## src/rtl/cond_flag_unit.sv

```systemverilog
// NZCV flag register, ARM condition evaluation and write-strobe gating for the single-cycle core.
// Optional executed/squashed statistics counters are built when COND_STATS_EN is defined.
module cond_flag_unit #(
    parameter int unsigned STAT_W   = 16,
    parameter logic [3:0]  FLAG_RST = 4'b0000
) (
    input  logic              clk,
    input  logic              rst,
    input  logic              instr_valid,
    input  logic [3:0]        cond,
    input  logic [1:0]        flag_w,
    input  logic [3:0]        alu_flags,
    input  logic              pcs,
    input  logic              reg_w,
    input  logic              mem_w,
    input  logic              no_write,
    output logic              pcs_g,
    output logic              reg_w_g,
    output logic              mem_w_g,
    output logic              cond_ex,
`ifdef COND_STATS_EN
    output logic [STAT_W-1:0] exec_cnt,
    output logic [STAT_W-1:0] squash_cnt,
    input  logic              stats_clr,
`endif
    output logic [3:0]        flags
);

    localparam logic [3:0] COND_EQ = 4'b0000;
    localparam logic [3:0] COND_NE = 4'b0001;
    localparam logic [3:0] COND_CS = 4'b0010;
    localparam logic [3:0] COND_CC = 4'b0011;
    localparam logic [3:0] COND_MI = 4'b0100;
    localparam logic [3:0] COND_PL = 4'b0101;
    localparam logic [3:0] COND_VS = 4'b0110;
    localparam logic [3:0] COND_VC = 4'b0111;
    localparam logic [3:0] COND_HI = 4'b1000;
    localparam logic [3:0] COND_LS = 4'b1001;
    localparam logic [3:0] COND_GE = 4'b1010;
    localparam logic [3:0] COND_LT = 4'b1011;
    localparam logic [3:0] COND_GT = 4'b1100;
    localparam logic [3:0] COND_LE = 4'b1101;
    localparam logic [3:0] COND_AL = 4'b1110;

    if (STAT_W < 1 || STAT_W > 32) begin : g_bad_stat_w
        $error("cond_flag_unit: STAT_W must be within 1..32");
    end

    logic [3:0] flags_q;
    logic [3:0] flags_d;
    logic       flag_n;
    logic       flag_z;
    logic       flag_c;
    logic       flag_v;
    logic       ex;

    assign flag_n = flags_q[3];
    assign flag_z = flags_q[2];
    assign flag_c = flags_q[1];
    assign flag_v = flags_q[0];

    // Evaluated on the stored flags only, so an instruction never sees its own ALU result.
    always_comb begin
        // NOTE: every always_comb output gets a default first so no path can infer a latch.
        cond_ex = 1'b0;
        case (cond)
            COND_EQ: cond_ex = flag_z;
            COND_NE: cond_ex = !flag_z;
            COND_CS: cond_ex = flag_c;
            COND_CC: cond_ex = !flag_c;
            COND_MI: cond_ex = flag_n;
            COND_PL: cond_ex = !flag_n;
            COND_VS: cond_ex = flag_v;
            COND_VC: cond_ex = !flag_v;
            COND_HI: cond_ex = flag_c && !flag_z;
            COND_LS: cond_ex = !flag_c || flag_z;
            COND_GE: cond_ex = (flag_n == flag_v);
            COND_LT: cond_ex = (flag_n != flag_v);
            COND_GT: cond_ex = !flag_z && (flag_n == flag_v);
            COND_LE: cond_ex = flag_z || (flag_n != flag_v);
            COND_AL: cond_ex = 1'b1;
            default: cond_ex = 1'b0;
        endcase
    end

    assign ex      = instr_valid && cond_ex;
    assign pcs_g   = pcs && ex;
    assign reg_w_g = reg_w && ex && !no_write;
    assign mem_w_g = mem_w && ex;
    assign flags   = flags_q;

    // The two flag-write enables are independent: NZ and CV load separately.
    always_comb begin
        flags_d = flags_q;
        if (ex) begin
            if (flag_w[1]) begin
                flags_d[3:2] = alu_flags[3:2];
            end
            if (flag_w[0]) begin
                flags_d[1:0] = alu_flags[1:0];
            end
        end
    end

    always_ff @(posedge clk or posedge rst) begin
        // NOTE: state registers use non-blocking assignment so all flops sample pre-edge values.
        if (rst) begin
            flags_q <= FLAG_RST;
        end else begin
            flags_q <= flags_d;
        end
    end

`ifdef COND_STATS_EN
    localparam logic [STAT_W-1:0] STAT_MAX = '1;

    logic [STAT_W-1:0] exec_cnt_q;
    logic [STAT_W-1:0] exec_cnt_d;
    logic [STAT_W-1:0] squash_cnt_q;
    logic [STAT_W-1:0] squash_cnt_d;

    // Both counters saturate; a same-cycle clear beats any increment.
    always_comb begin
        exec_cnt_d   = exec_cnt_q;
        squash_cnt_d = squash_cnt_q;
        if (stats_clr) begin
            exec_cnt_d   = '0;
            squash_cnt_d = '0;
        end else if (instr_valid) begin
            if (cond_ex) begin
                if (exec_cnt_q != STAT_MAX) begin
                    exec_cnt_d = exec_cnt_q + STAT_W'(1);
                end
            end else if (squash_cnt_q != STAT_MAX) begin
                squash_cnt_d = squash_cnt_q + STAT_W'(1);
            end
        end
    end

    always_ff @(posedge clk or posedge rst) begin
        if (rst) begin
            exec_cnt_q   <= '0;
            squash_cnt_q <= '0;
        end else begin
            exec_cnt_q   <= exec_cnt_d;
            squash_cnt_q <= squash_cnt_d;
        end
    end

    assign exec_cnt   = exec_cnt_q;
    assign squash_cnt = squash_cnt_q;
`endif

endmodule

```

## config.mk

```make
export PLATFORM = sky130hd
export DESIGN_NAME = cond_flag_unit
export DESIGN_NICKNAME = d
export VERILOG_FILES = /design/src/rtl/cond_flag_unit.sv
export SDC_FILE = /design/constraint.sdc
export NUM_CORES = 1
export LEC_CHECK = 0
export BUFFER_PORTS_ARGS = -buffer_cell sky130_fd_sc_hd__buf_2
export CORE_AREA = 10 10 47 49
export CTS_CLUSTER_DIAMETER = 80
export DETAILED_ROUTE_END_ITERATION = 10
export DIE_AREA = 0 0 57 59
export SETUP_SLACK_MARGIN = 0.2
export SLEW_MARGIN = 5
export SYNTH_ARGS = -nofsm -noshare
export SYNTH_HDL_FRONTEND = slang
export SYNTH_SLANG_ARGS = --single-unit
```

## constraint.sdc

```tcl
create_clock -name clk -period 2.7 [get_ports clk]
set_clock_uncertainty 0.2 [all_clocks]
set_input_delay 0.135 -clock clk [delete_from_list [all_inputs] [get_ports clk]]
set_output_delay 0.135 -clock clk [all_outputs]
set_load 0.01 [all_outputs]
```

==> impl_metrics.ini <==
[route]
viasPerCell = 4.98
drt_wl_total_um = 1220
drt_iter0_markers = 4
antenna_left = 0
first_pass_iters = 5
wire_per_inst_um = 13.3
vias = 458
drcViolationCount = 0

[worst_setup_path]
reg2reg_depth = 5
path_class = reg -> out
cp_data_arrival_time_ps = 1820
cpPeakStageDelay_ps = 430
critPathSlowestCell = dfrtp_1
cp-end-kind = primary output
cp-start-kind = flop
path_cells = and3b_1 > o32ai_1 > o32a_2 > nand3_1 > and3_1 > buf_2
worstReg2RegStart = flags[3]$_DFFE_PP0P_
regToRegEndpoint = flags[3]$_DFFE_PP0P_
regToRegSetupSlack_ps = 700
cp_max_fo = 6
crit_required_ps = 2370

[clock_network]
cts_tree = built
ctsHoldBuffers = 5
numCtsBuffers = 3
cts.htree.levels = 1
cts-root-buf = clkbuf_4
cts_sinks = 4
clockBufferDepth = 2
cts_resized = 0
cts_setup_buffers = 0
clkTransAtPathRegs_ps = 40
clk_latency_ps = 230

[floorplanning]
io_pins = 25
chipWidth_um = 57
start_util_pct = 28.4
rows = 14
coreArea_mm2 = 0.00140
die_h_um = 59
die_area_mm2 = 0.00336

[yosys]
syn_area_per_cell_um2 = 8.84
syn_nets = 62
ys_types = 26
synth_edf_count = 0
syn_area_um2 = 398
yosysWarnings = 0
syn-instance-count = 45
synth_area_leaders = dfrtp_1, mux2_1, nor3b_1
async_reset_ff_share_pct = 100
synth_top_area_share_pct = 25.2
ys_seq_area_share_pct = 25.2
ys_top_cells_by_count = dfrtp_1, mux2_1, nor3b_1
synth_seq_cells = 4
synthFlopType = dfrtp_1
yosysTopAreaCell = dfrtp_1

[global_routing]
grt_max_degree = 11
grt-ovfl-total = 0
grt_use_total_pct = 6.96
antenna_found_initial = 0
grt_pass1_wl_um = 1960
grt_pass1_vias = 521

[sta]
maxSlewViolCount = 0
finalCritPeriodShare_pct = 79.9
rsz0062_at_grt = no
setup_violations = 0
fmax_ghz = 0.464
hold_violations = 0
max_slew.worst_pin.slew_ps = 285
maxSlewHeadroom_pct = 81.0
layout_min_cycle_time_ps = 2160
final.setup.tns_ps = 0

[final_layout]
syn_to_final_growth_pct = 52.2
final_layout_size_suffix_gt1_share_pct = 38.2
largest_reg_flops = 4
fin_nets = 95
fin_util_pct = 43.2
num_antenna_cells = 0
fill_cells = 147

[power]
power_density_mw_per_mm2 = 723
power_mw = 0.438
ir_worst_vdd_v = 0.000397
p_leak_nw = 0.298

[placement]
dp_hpwl_um = 957
place_congestion = 0.791
portBuffers = 24

[job]
maxCapViolations = 0

[outcome]
status = finished clean

[min_path]
hp-class = in -> async
==> cells in the final DEF (no fill, tap or decap), types with 2 or more instances in the layout <==
| cell type | Yosys | layout |
|---|---|---|
| a31oi_1 | 2 | 2 |
| and3_1 | 2 | 2 |
| buf_2 | 1 | 24 |
| clkbuf_4 | 0 | 3 |
| dfrtp_1 | 4 | 4 |
| dlygate4sd3_1 | 0 | 5 |
| mux2_1 | 4 | 4 |
| nand2_1 | 3 | 3 |
| nand2b_1 | 3 | 3 |
| nand3b_1 | 2 | 2 |
| nor2_1 | 2 | 2 |
| nor3b_1 | 4 | 4 |
| xor2_1 | 3 | 3 |
==> layout make-up <==
type | count | area [µm²] | area share (%)
clock buffer | 3 | 22.5 | 3.72
inverter | 1 | 3.75 | 0.620
multi-input combinational | 39 | 289 | 47.7
sequential | 4 | 100 | 16.5
tap | 16 | 20.0 | 3.31
timing repair buffer | 29 | 170 | 28.1
==> power by group <==
group | switching (mW) | internal, mW
Clock | 0.0224 | 0.0496
Sequential | 0.0463 | 0.0910
Combinational | 0.107 | 0.122
Total | 0.175 | 0.263
==> per-stage QoR <==
| stage | instances | setup slack, ps | cell area [µm²] | hold slack, ps |
|---|---|---|---|---|
| after floorplan | 45 | 781 | 398 | -299 |
| after global placement | 84 | 688 | 533 | -175 |
| after detailed placement | 84 | 684 | 533 | -177 |
| after CTS | 92 | 520 | 606 | 126 |
| after global routing | 92 | 423 | 606 | 143 |
| final | 92 | 544 | 606 | 133 |
==> per-layer routing <==
metal / GRT usage, % / vias to the layer above / share of wire (%)
met5: 0 / - / 0
met4: 5.37 / 0 / 0
met3: 2.58 / 0 / 6.6
met2: 12.2 / 13 / 55
met1: 6.42 / 210 / 38
li1: - / 235 / -
==> worst max-delay path by stage <==
stage                               startpoint                    to  depth (start not counted)
final                     flags[3]$_DFFE_PP0P_                 pcs_g                          6
after global routing      flags[3]$_DFFE_PP0P_               mem_w_g                          6
after CTS                 flags[3]$_DFFE_PP0P_                 pcs_g                          6
after detailed placement  flags[3]$_DFFE_PP0P_  flags[3]$_DFFE_PP0P_                          5
after global placement    flags[3]$_DFFE_PP0P_  flags[3]$_DFFE_PP0P_                          5
after floorplan           flags[3]$_DFFE_PP0P_  flags[0]$_DFFE_PP0P_                          5
==> worst max-delay path: cells and delay by family (launching register included) <==
kind | cells | cell delay [ps]
AO/OA/AOI/OAI | 2 | 470
flip-flops | 1 | 430
buffers and inverters | 1 | 130
AND/OR/NAND/NOR | 3 | 550
==> logic make-up (layout without fill, tap and decap cells) <==
kind of cell | Yosys count | count (layout) | synth area share (%)
buffers and inverters | 2 | 33 | 2.20
multiplexers | 4 | 4 | 11.3
flip-flops | 4 | 4 | 25.2
XOR/XNOR | 3 | 3 | 6.60
AO/OA/AOI/OAI | 10 | 10 | 18.6
AND/OR/NAND/NOR | 22 | 22 | 36.2
(Power assumes the default switching activity.)
